===== config.mk =====
export PLATFORM = sky130hd
export DESIGN_NAME = dl_trans_flat
export DESIGN_NICKNAME = d
export VERILOG_FILES = /design/src/rtl/dl_trans_pkg.sv /design/src/rtl/dl_trans_if.sv /design/src/rtl/dl_trans_pp_buf.sv /design/src/rtl/dl_trans.sv /design/src/flat_wrapper.sv
export SDC_FILE = /design/constraint.sdc
export NUM_CORES = 1
export LEC_CHECK = 0
export BUFFER_PORTS_ARGS = -buffer_cell sky130_fd_sc_hd__buf_2
export CORE_MARGIN = 8
export CORE_UTILIZATION = 55
export DETAILED_ROUTE_END_ITERATION = 10
export PLACE_DENSITY = 0.81
export SLEW_MARGIN = 20
export SYNTH_ARGS = -nofsm -noshare
export SYNTH_HDL_FRONTEND = slang
export SYNTH_SLANG_ARGS = --single-unit
export TNS_END_PERCENT = 20

===== constraint.sdc =====
create_clock -name clk_491 -period 7.95 [get_ports clk_491]
set_clock_uncertainty 0.05 [all_clocks]
set_input_delay 1.59 -clock clk_491 [delete_from_list [all_inputs] [get_ports clk_491]]
set_output_delay 1.59 -clock clk_491 [all_outputs]
set_load 0.01 [all_outputs]

===== src/rtl/dl_trans_pkg.sv =====
// Shared constants and types for the DL/UL lane translators.
// Slot geometry, phase width, state encoding and frame-pulse delay.
package dl_ul_trans_pkg;

  localparam int SLOT_LEN  = 8;
  localparam int HALF_SLOT = 4;
  localparam int PH_W      = 3;
  localparam int FFRAM_DLY = 9;

  typedef logic [PH_W-1:0] ph_t;

  typedef enum logic [1:0] {
    S_IDLE,
    S_FILL,
    S_RUN
  } state_e;

endpackage


===== src/rtl/dl_trans_if.sv =====
// Lane-in / TDM-out signal bundle for dl_trans.
// o_err_cnt and ERR_CNT_W exist only with DL_TRANS_ERR_CNT_EN.
interface dl_trans_if #(
  parameter int DATA_W = 32
`ifdef DL_TRANS_ERR_CNT_EN
  , parameter int ERR_CNT_W = 16
`endif
);

  logic              i_freq_ffram;
  logic [DATA_W-1:0] i_freq0_fdata;
  logic [DATA_W-1:0] i_freq1_fdata;
  logic              o_freq_ffram;
  logic [DATA_W-1:0] o_freq_fdata;
  logic              o_freq_valid;
  logic              o_align_err;
`ifdef DL_TRANS_ERR_CNT_EN
  logic [ERR_CNT_W-1:0] o_err_cnt;
`endif

  modport master (
    output i_freq_ffram,
    output i_freq0_fdata,
    output i_freq1_fdata,
    input  o_freq_ffram,
    input  o_freq_fdata,
    input  o_freq_valid,
    input  o_align_err
`ifdef DL_TRANS_ERR_CNT_EN
    , input o_err_cnt
`endif
  );

  modport slave (
    input  i_freq_ffram,
    input  i_freq0_fdata,
    input  i_freq1_fdata,
    output o_freq_ffram,
    output o_freq_fdata,
    output o_freq_valid,
    output o_align_err
`ifdef DL_TRANS_ERR_CNT_EN
    , output o_err_cnt
`endif
  );

endinterface


===== src/rtl/dl_trans_pp_buf.sv =====
// Ping-pong slot buffer: 2 banks of 8 words, 2 write ports, 1 read.
// Write bank flips after phase 7; the read bank is always the other one.
module dl_trans_pp_buf
  import dl_ul_trans_pkg::*;
#(
  parameter int DATA_W = 32
) (
  input  logic              clk_i,
  input  logic              rst_i,
  input  logic              wr_en_i,
  input  ph_t               wr_ph_i,
  input  logic [DATA_W-1:0] wr0_data_i,
  input  logic [DATA_W-1:0] wr1_data_i,
  input  ph_t               rd_ph_i,
  output logic [DATA_W-1:0] rd_data_o
);

  logic              wb_q;
  logic              wb_d;
  logic              rb;
  ph_t               lo_ph;
  logic [DATA_W-1:0] mem_q [2][SLOT_LEN];

  assign rb    = ~wb_q;
  assign lo_ph = wr_ph_i - ph_t'(HALF_SLOT);

  always_comb begin
    wb_d = wb_q;
    if (wr_en_i && wr_ph_i == ph_t'(SLOT_LEN-1))
      wb_d = ~wb_q;
  end

  always_ff @(posedge clk_i or posedge rst_i) begin
    if (rst_i) wb_q <= 1'b0;
    else       wb_q <= wb_d;
  end

  // lane 0 fills words 0..3, lane 1 fills words 4..7
  always_ff @(posedge clk_i) begin
    if (wr_en_i) begin
      mem_q[wb_q][lo_ph]   <= wr0_data_i;
      mem_q[wb_q][wr_ph_i] <= wr1_data_i;
    end
  end

  assign rd_data_o = mem_q[rb][rd_ph_i];

endmodule


===== src/rtl/dl_trans.sv =====
// DL lane merger: two half-slot lanes -> one 8-word TDM stream.
// Optional saturating align-error counter: DL_TRANS_ERR_CNT_EN.
module dl_trans
  import dl_ul_trans_pkg::*;
#(
  parameter int DATA_W = 32
`ifdef DL_TRANS_ERR_CNT_EN
  , parameter int ERR_CNT_W = 16
`endif
) (
  input  logic     clk_491,
  input  logic     rst_491,
  dl_trans_if.slave bus
);

  state_e                 state_q;
  state_e                 state_d;
  ph_t                    ph_q;
  ph_t                    ph_d;
  logic [FFRAM_DLY-1:0]   sr_q;
  logic [FFRAM_DLY-1:0]   sr_d;
  logic [DATA_W-1:0]      dat_q;
  logic [DATA_W-1:0]      dat_d;
  logic                   vld_q;
  logic                   vld_d;
  logic                   err_q;
  logic                   misalign;
  logic                   wr_en;
  logic [DATA_W-1:0]      rd_data;

  always_comb begin
    ph_d     = bus.i_freq_ffram ? '0 : ph_q + 1'b1;
    misalign = bus.i_freq_ffram
            && ph_q != ph_t'(SLOT_LEN-1)
            && state_q != S_IDLE;
    wr_en    = ph_d[PH_W-1] && state_q != S_IDLE;
  end

  always_comb begin
    state_d = state_q;
    unique case (state_q)
      S_IDLE: if (bus.i_freq_ffram) state_d = S_FILL;
      S_FILL: if (!misalign && ph_d == ph_t'(SLOT_LEN-1))
                state_d = S_RUN;
      S_RUN:  if (misalign) state_d = S_FILL;
      default: state_d = S_IDLE;
    endcase
  end

  // a misaligned pulse drops pending delays but keeps itself
  always_comb begin
    sr_d = {sr_q[FFRAM_DLY-2:0], bus.i_freq_ffram};
    if (misalign) begin
      sr_d    = '0;
      sr_d[0] = 1'b1;
    end
    vld_d = state_q == S_RUN && !misalign;
    dat_d = vld_d ? rd_data : '0;
  end

  always_ff @(posedge clk_491 or posedge rst_491) begin
    if (rst_491) begin
      state_q <= S_IDLE;
      ph_q    <= '0;
      sr_q    <= '0;
      dat_q   <= '0;
      vld_q   <= 1'b0;
      err_q   <= 1'b0;
    end else begin
      state_q <= state_d;
      ph_q    <= ph_d;
      sr_q    <= sr_d;
      dat_q   <= dat_d;
      vld_q   <= vld_d;
      err_q   <= misalign;
    end
  end

  dl_trans_pp_buf #(
    .DATA_W(DATA_W)
  ) u_buf (
    .clk_i      (clk_491),
    .rst_i      (rst_491),
    .wr_en_i    (wr_en),
    .wr_ph_i    (ph_d),
    .wr0_data_i (bus.i_freq0_fdata),
    .wr1_data_i (bus.i_freq1_fdata),
    .rd_ph_i    (ph_d),
    .rd_data_o  (rd_data)
  );

  assign bus.o_freq_ffram = sr_q[FFRAM_DLY-1];
  assign bus.o_freq_fdata = dat_q;
  assign bus.o_freq_valid = vld_q;
  assign bus.o_align_err  = err_q;

`ifdef DL_TRANS_ERR_CNT_EN
  logic [ERR_CNT_W-1:0] cnt_q;

  always_ff @(posedge clk_491 or posedge rst_491) begin
    if (rst_491)
      cnt_q <= '0;
    else if (misalign && cnt_q != '1)
      cnt_q <= cnt_q + 1'b1;
  end

  assign bus.o_err_cnt = cnt_q;
`endif

endmodule


===== src/flat_wrapper.sv =====
// flat-port wrapper written by rule: the top's interface ports become plain ports
module dl_trans_flat import dl_ul_trans_pkg::*;
#(
  parameter int DATA_W = 32

)
  (clk_491, rst_491, bus_i_freq_ffram, bus_i_freq0_fdata, bus_i_freq1_fdata, bus_o_freq_ffram, bus_o_freq_fdata, bus_o_freq_valid, bus_o_align_err);
  dl_trans_if #(.DATA_W(DATA_W)) bus_i ();
  input  logic clk_491;
  input  logic rst_491;
  input wire logic [$bits(bus_i.i_freq_ffram)-1:0] bus_i_freq_ffram;
  input wire logic [$bits(bus_i.i_freq0_fdata)-1:0] bus_i_freq0_fdata;
  input wire logic [$bits(bus_i.i_freq1_fdata)-1:0] bus_i_freq1_fdata;
  output wire logic [$bits(bus_i.o_freq_ffram)-1:0] bus_o_freq_ffram;
  output wire logic [$bits(bus_i.o_freq_fdata)-1:0] bus_o_freq_fdata;
  output wire logic [$bits(bus_i.o_freq_valid)-1:0] bus_o_freq_valid;
  output wire logic [$bits(bus_i.o_align_err)-1:0] bus_o_align_err;
  assign bus_i.i_freq_ffram = bus_i_freq_ffram;
  assign bus_i.i_freq0_fdata = bus_i_freq0_fdata;
  assign bus_i.i_freq1_fdata = bus_i_freq1_fdata;
  assign bus_o_freq_ffram = bus_i.o_freq_ffram;
  assign bus_o_freq_fdata = bus_i.o_freq_fdata;
  assign bus_o_freq_valid = bus_i.o_freq_valid;
  assign bus_o_align_err = bus_i.o_align_err;
  dl_trans #(.DATA_W(DATA_W)) u_core (.clk_491(clk_491), .rst_491(rst_491), .bus(bus_i));
endmodule

# Word level (Yosys, flattened, before mapping)
# Memory sizes are Yosys's and may differ from the RTL's.
# Index checks and enable logic that the tools add are counted.
# word_totals
n_memories	1
register_bits	49
wordCells	565
ramBits	512
input_bits	67
# mem_list
memory	depth	width	rd	rd_clocked_by_memory_dff	wr	line_no	source
u_core.u_buf.mem_q	2	256	1	0	1	dl_trans_pp_buf.sv:22	logic [DATA_W-1:0] mem_q [2][SLOT_LEN];
# classes
eq_ne	7
addsub	2
order_cmp	4
n_mux	273
reduce_logical	12
n_bitwise	259
# ops
op	count
2-to-1 mux 256 bit	2
2-to-1 mux 1 bit	257
OR 1 bit	256
demux 32 bit (select 3 bit)	2
2-to-1 mux 32 bit	5
binary-select mux 32 bit (select 3 bit)	1
2-to-1 mux 9 bit	1
>= comparator 4 bit, second input constant	2
logical AND 1 bit	8
less-than comparator 4 x 1 -> 1 bit, second input constant	2
NOT 3 -> 4 bit	2
2-to-1 mux 2 bit	3
case mux 2 bit (3 select lines)	1
!= test 2 x 1 -> 1 bit, second input constant	2
adder 3 x 1 -> 3 bit, second input constant	1
equality test 3 bit, second input constant	1
2-to-1 mux 3 bit	1
!= test 3 bit, second input constant	1
AND reduction 3 bit	1
subtractor 3 bit, second input constant	1
equality test 2 x 1 -> 1 bit, second input constant	1
equality test 2 bit, second input constant	1
logical NOT 2 bit	1
!= test 2 bit, second input constant	1
other kinds (3)	3

# Logic depth before layout (Yosys ltp)
# logic_depth
word_depth	10
ltp_mapped	9
mapped_depth_nobuf	6

# Hierarchy
# From an unflattened synthesis, not the netlist that was laid out.
# unflattened
cells_unflattened	1212
area_unflattened_um2	24327.1
# by_module_without_submodules
module	cells_per_inst	area_per_inst_um2	seq_area_each_um2	n_inst
dl_trans_pp_buf	1094	22345.2	15399.8	1
dl_trans	118	1981.9	1201.2	1

# Worst setup path after synthesis
# Ideal clock, no wire load.
# synth_path
kind	input to register
start	in bus_i_freq_ffram
end	mem u_core.u_buf.mem_q[0][192] in the netlist's numbering (enable)
arrival_time_ns	8.476
path_buffers	2
path_slack_ns	-1.220
stages	4
path_cell_list	or3b_1 -> buf_2 -> clkbuf_1 -> nor4_1
# synth_via
elab_chain_cells	9
# synth_rtl
element	line_no	source
start, declared	flat_wrapper.sv:11	input wire logic [$bits(bus_i.i_freq_ffram)-1:0] bus_i_freq_ffram;
2-to-1 mux 3 bit *	dl_trans.sv:32	ph_d = bus.i_freq_ffram ? '0 : ph_q + 1'b1;
subtractor 3 bit	dl_trans_pp_buf.sv:25	assign lo_ph = wr_ph_i - ph_t'(HALF_SLOT);
NOT 3 -> 4 bit (implied by the code)	dl_trans_pp_buf.sv:41	mem_q[wb_q][lo_ph] <= wr0_data_i;
>= comparator 4 bit (implied by the code) or less-than comparator 4 x 1 -> 1 bit (tied branches)	dl_trans_pp_buf.sv:41	
logical AND 1 bit (implied by the code)	dl_trans_pp_buf.sv:41	
2-to-1 mux 32 bit (implied by the code)	dl_trans_pp_buf.sv:41	
demux 32 bit (select 3 bit)	dl_trans_pp_buf.sv:41	
2-to-1 mux 256 bit (implied by the code)	dl_trans_pp_buf.sv:41	
OR 1 bit (no line) *	--	
end, declared	dl_trans_pp_buf.sv:22	
# Mark *: on every way between the ends. The rest lies on a longest branch, timed or not.

# Worst setup path after layout
# layout_path
start	in bus_i_freq_ffram
end	mem u_core.u_buf.mem_q[1][144] in the netlist's numbering (enable)
# layout_via
elab_chain_cells	9
# layout_rtl
element	line_no	source
2-to-1 mux 3 bit *	dl_trans.sv:32	
named net u_core.ph_d[2]	dl_trans.sv:19	ph_t ph_d;
subtractor 3 bit	dl_trans_pp_buf.sv:25	
NOT 3 -> 4 bit (implied by the code)	dl_trans_pp_buf.sv:41	
>= comparator 4 bit (implied by the code) or less-than comparator 4 x 1 -> 1 bit (tied branches)	dl_trans_pp_buf.sv:41	
logical AND 1 bit (implied by the code)	dl_trans_pp_buf.sv:41	
2-to-1 mux 32 bit (implied by the code)	dl_trans_pp_buf.sv:41	
demux 32 bit (select 3 bit)	dl_trans_pp_buf.sv:41	
2-to-1 mux 256 bit (implied by the code)	dl_trans_pp_buf.sv:41	
OR 1 bit (no line) *	--	
# Mark *: on every way through the listed nets, which the timed path passes. The rest lies on a longest branch.

==> out/summary.txt <==
final worst slack: 3980 ps
Setup crit start kind: input pin
Filler cells: 2865
Starting Density: 55.6%
RePlAce Congestion: 0.739
commonest non-fill, non-tap cell in the layout: edfxtp_1
number of flops mapped to enable cells by yosys: 512
Avg Cell Area, Syn: 16.9 um2
Clock Tree Buf Depth: 3
Finish-stage setup viols: 0
CTS clock-pin slew for the worst setup and hold paths: 60 ps
slowest cell on the critical path: and2_4
crit path max fanout: 64
critical path required time: 8110 ps
ANT nets after route: 0
post-place setup slack: 3390 ps
Design Power: 6.91 mW
Max Slew Vio Count: 0
FMAX: 252 MHz
vias per cell: 6.43
Buffers on Ports: 101
die area: 49100 um2
synthesized area: 23300 um2
fin util: 61.4%
total global routing overflow: 0
largest net degree at the start of global routing: 134
WS Path Type: in2reg
core area: 41900 um2
post-synth cell types: 55
post-synthesis register bit count: 561
worst-margin pin slew: 1150 ps
outcome: complete, no violations
Comb pwr share: 11.7%
non-filler cells in the finished layout: 1925
first-pass GRT wire length: 78200 um
drt pass-1 iters: 5
placed insts: 1827
area delta synth->final: 10.5%
Most Frequent Cell on Critical Path: buf_4
worst hold path type: reg2reg
antenna violations before repair: 4
Die H: 222 um
CTS Hold Bufs: 0
Final Cycle Share: 49.9%
Max stage delay on crit path: 880 ps
dpl hpwl: 27700 um
syn_nets: 1442
Synth async-reset ratio: 8.73%
Chip Width: 222 um
final hold vios: 0
post-CTS sizing: 0
final wirelength: 52100 um
clock root cell: clkbuf_16
CTS Sinks: 561
CTS tree: yes
Clk pwr share: 40.3%
vias in the first global route: 12900
H-tree depth: 2
Cells after Synth: 1373
drt initial violations: 1212
VDD IR max: 0.000202 V
Final nets: 1414
Psw: 1.57 mW
number of I/O pins: 102
GRT Total Usage: 20.7%
drt drc: 0
sw frac: 22.8%
RSZ-0062 raised after global routing: no
top_reg_cell synth: edfxtp_1
data arrival time at the worst-slack endpoint: 4130 ps
Worst slew margin: 22.8%
via count: 12400
maxcap violations: 0
Site Rows: 75
Yosys warning total: 0
sequential cell area fraction in the yosys report: 71.4%
Post-CTS Setup Bufs: 0
crit path cell chain: buf_2, buf_4, nor2b_1, nand2_2, buf_4, nor3_4, and2_4
Finished Cell Area: 25700 um2
Pint: 5.34 mW
crit end category: flop
share of post-route cells with drive strength above 1: 31.3%
Sequential Power Share: 48.1%
TritonCTS Buffers: 53
Pleak: 8.63 nW
Tmin final: 3970 ps
Power Dens Cells: 269 nW/um2
most frequent cells in the layout: 512 x edfxtp_1, 132 x mux2_2, 101 x buf_2, 61 x mux4_2, 59 x nand2_1
Worst-Skew Late Latency: 610 ps
placed inst area: 23700 um2
WL/cell: 27.0 um
==> cell usage after synthesis (all sizes together) (2+ instances only) <==
cell / count / area, um2
ha: 2 / 25.0
buf: 64 / 444
and2: 18 / 113
nor3: 10 / 60.1
nor3b: 2 / 20.0
a2111oi: 9 / 78.8
a211oi: 32 / 270
a221o: 6 / 60.1
a211o: 6 / 52.6
inv: 6 / 30.0
o21ai: 4 / 20.0
nor2: 33 / 129
and4bb: 6 / 75.1
a21oi: 2 / 10.0
and3: 9 / 56.3
mux4: 61 / 1370
a221oi: 8 / 70.1
clkbuf: 145 / 544
o21a: 13 / 97.6
a31oi: 32 / 200
nand2: 60 / 225
or3b: 2 / 17.5
o221ai: 6 / 52.6
mux2i: 39 / 390
nor4b: 6 / 52.6
or2: 2 / 12.5
nor4: 12 / 75.1
a22oi: 12 / 90.1
dfrtp: 49 / 1230
nor2b: 7 / 43.8
and2b: 7 / 52.6
edfxtp: 512 / 15400
nand2b: 2 / 12.5
mux2: 134 / 1510
nor4bb: 7 / 70.1
o22ai: 40 / 250
a41o: 2 / 20.0
==> state kept, by name, indices dropped and copies added (netlist names) <==
signal and count:
u_core.ph_q 3, u_core.u_buf.wb_q 1, u_core.state_q 2, u_core.bus.o_freq_valid 1
u_core.bus.o_align_err 1, u_core.u_buf.mem_q 512, u_core.sr_q 9, u_core.bus.o_freq_fdata 32
==> layout make-up <==
type | count | area, um2 | share of cell area (%)
well taps | 539 | 674 | 2.63
multi-input cells | 596 | 5710 | 22.2
repair buffers | 126 | 733 | 2.85
diodes | 1 | 2.50 | 0.00974
inverters | 7 | 33.8 | 0.132
flip-flops and latches | 561 | 16600 | 64.6
clock inverters | 32 | 537 | 2.09
clock buffers | 63 | 1390 | 5.43
==> metrics by stage <==
step | TNS [ps] | hold slack [ps]
final | 0 | 404
after CTS | 0 | 412
after detailed placement | 0 | 398
after global routing | 0 | 426
after floorplan | -66240 | 383
after global placement | 0 | 390
==> power by group through the flow <==
stage	Combinational, mW	Sequential, mW	Clock (mW)
after floorplan	0.692	3.34	0
after global placement	0.781	3.38	0
after detailed placement	0.800	3.38	0
after CTS	0.809	3.32	2.81
after global routing	0.860	3.33	2.91
final	0.806	3.32	2.78
==> path summary, 6_finish.rpt <==
kind	to	slack [ps]	start	depth (start not counted)
max in group asynchronous	u_core.u_buf.wb_q$_DFFE_PP0P_	6000	rst_491	3
worst min register to register	u_core.sr_q[4]$_DFF_PP0_	400	u_core.sr_q[3]$_DFF_PP0_	1
worst max-delay path	u_core.u_buf.mem_q[1][144]$_DFFE_PP_	3980	bus_i_freq_ffram	7
worst max register to register	u_core.u_buf.mem_q[1][144]$_DFFE_PP_	4370	u_core.ph_q[0]$_DFF_PP0_	7
worst min-delay path	u_core.sr_q[4]$_DFF_PP0_	400	u_core.sr_q[3]$_DFF_PP0_	1
min in group asynchronous	u_core.bus.o_freq_fdata[16]$_DFF_PP0_	1200	rst_491	3
==> logic make-up after synthesis <==
group	after synthesis	synth area share, %
DFF	561	71.4
muxes	234	14.1
buffers and inverters	216	4.40
and+or+nand+nor	186	4.48
AOI/OAI and AO/OA	172	5.47
adders and majority gates	3	0.151
xor gates and xnor gates	1	0.0377
==> per-layer routing <==
layer  global-route usage (%)  routed length, um  share of wire (%)
met5                        0                 35              0.067
met4                     7.46               1590                3.1
met3                     4.38               3990                7.7
met2                     35.4              26500                 51
met1                     26.0              19900                 38
==> worst max-delay path: cells and delay by family <==
family,cells,cell delay (ps)
buffers and inverters,3,770
and+or+nand+nor,4,1700
(Power assumes the default switching activity.)
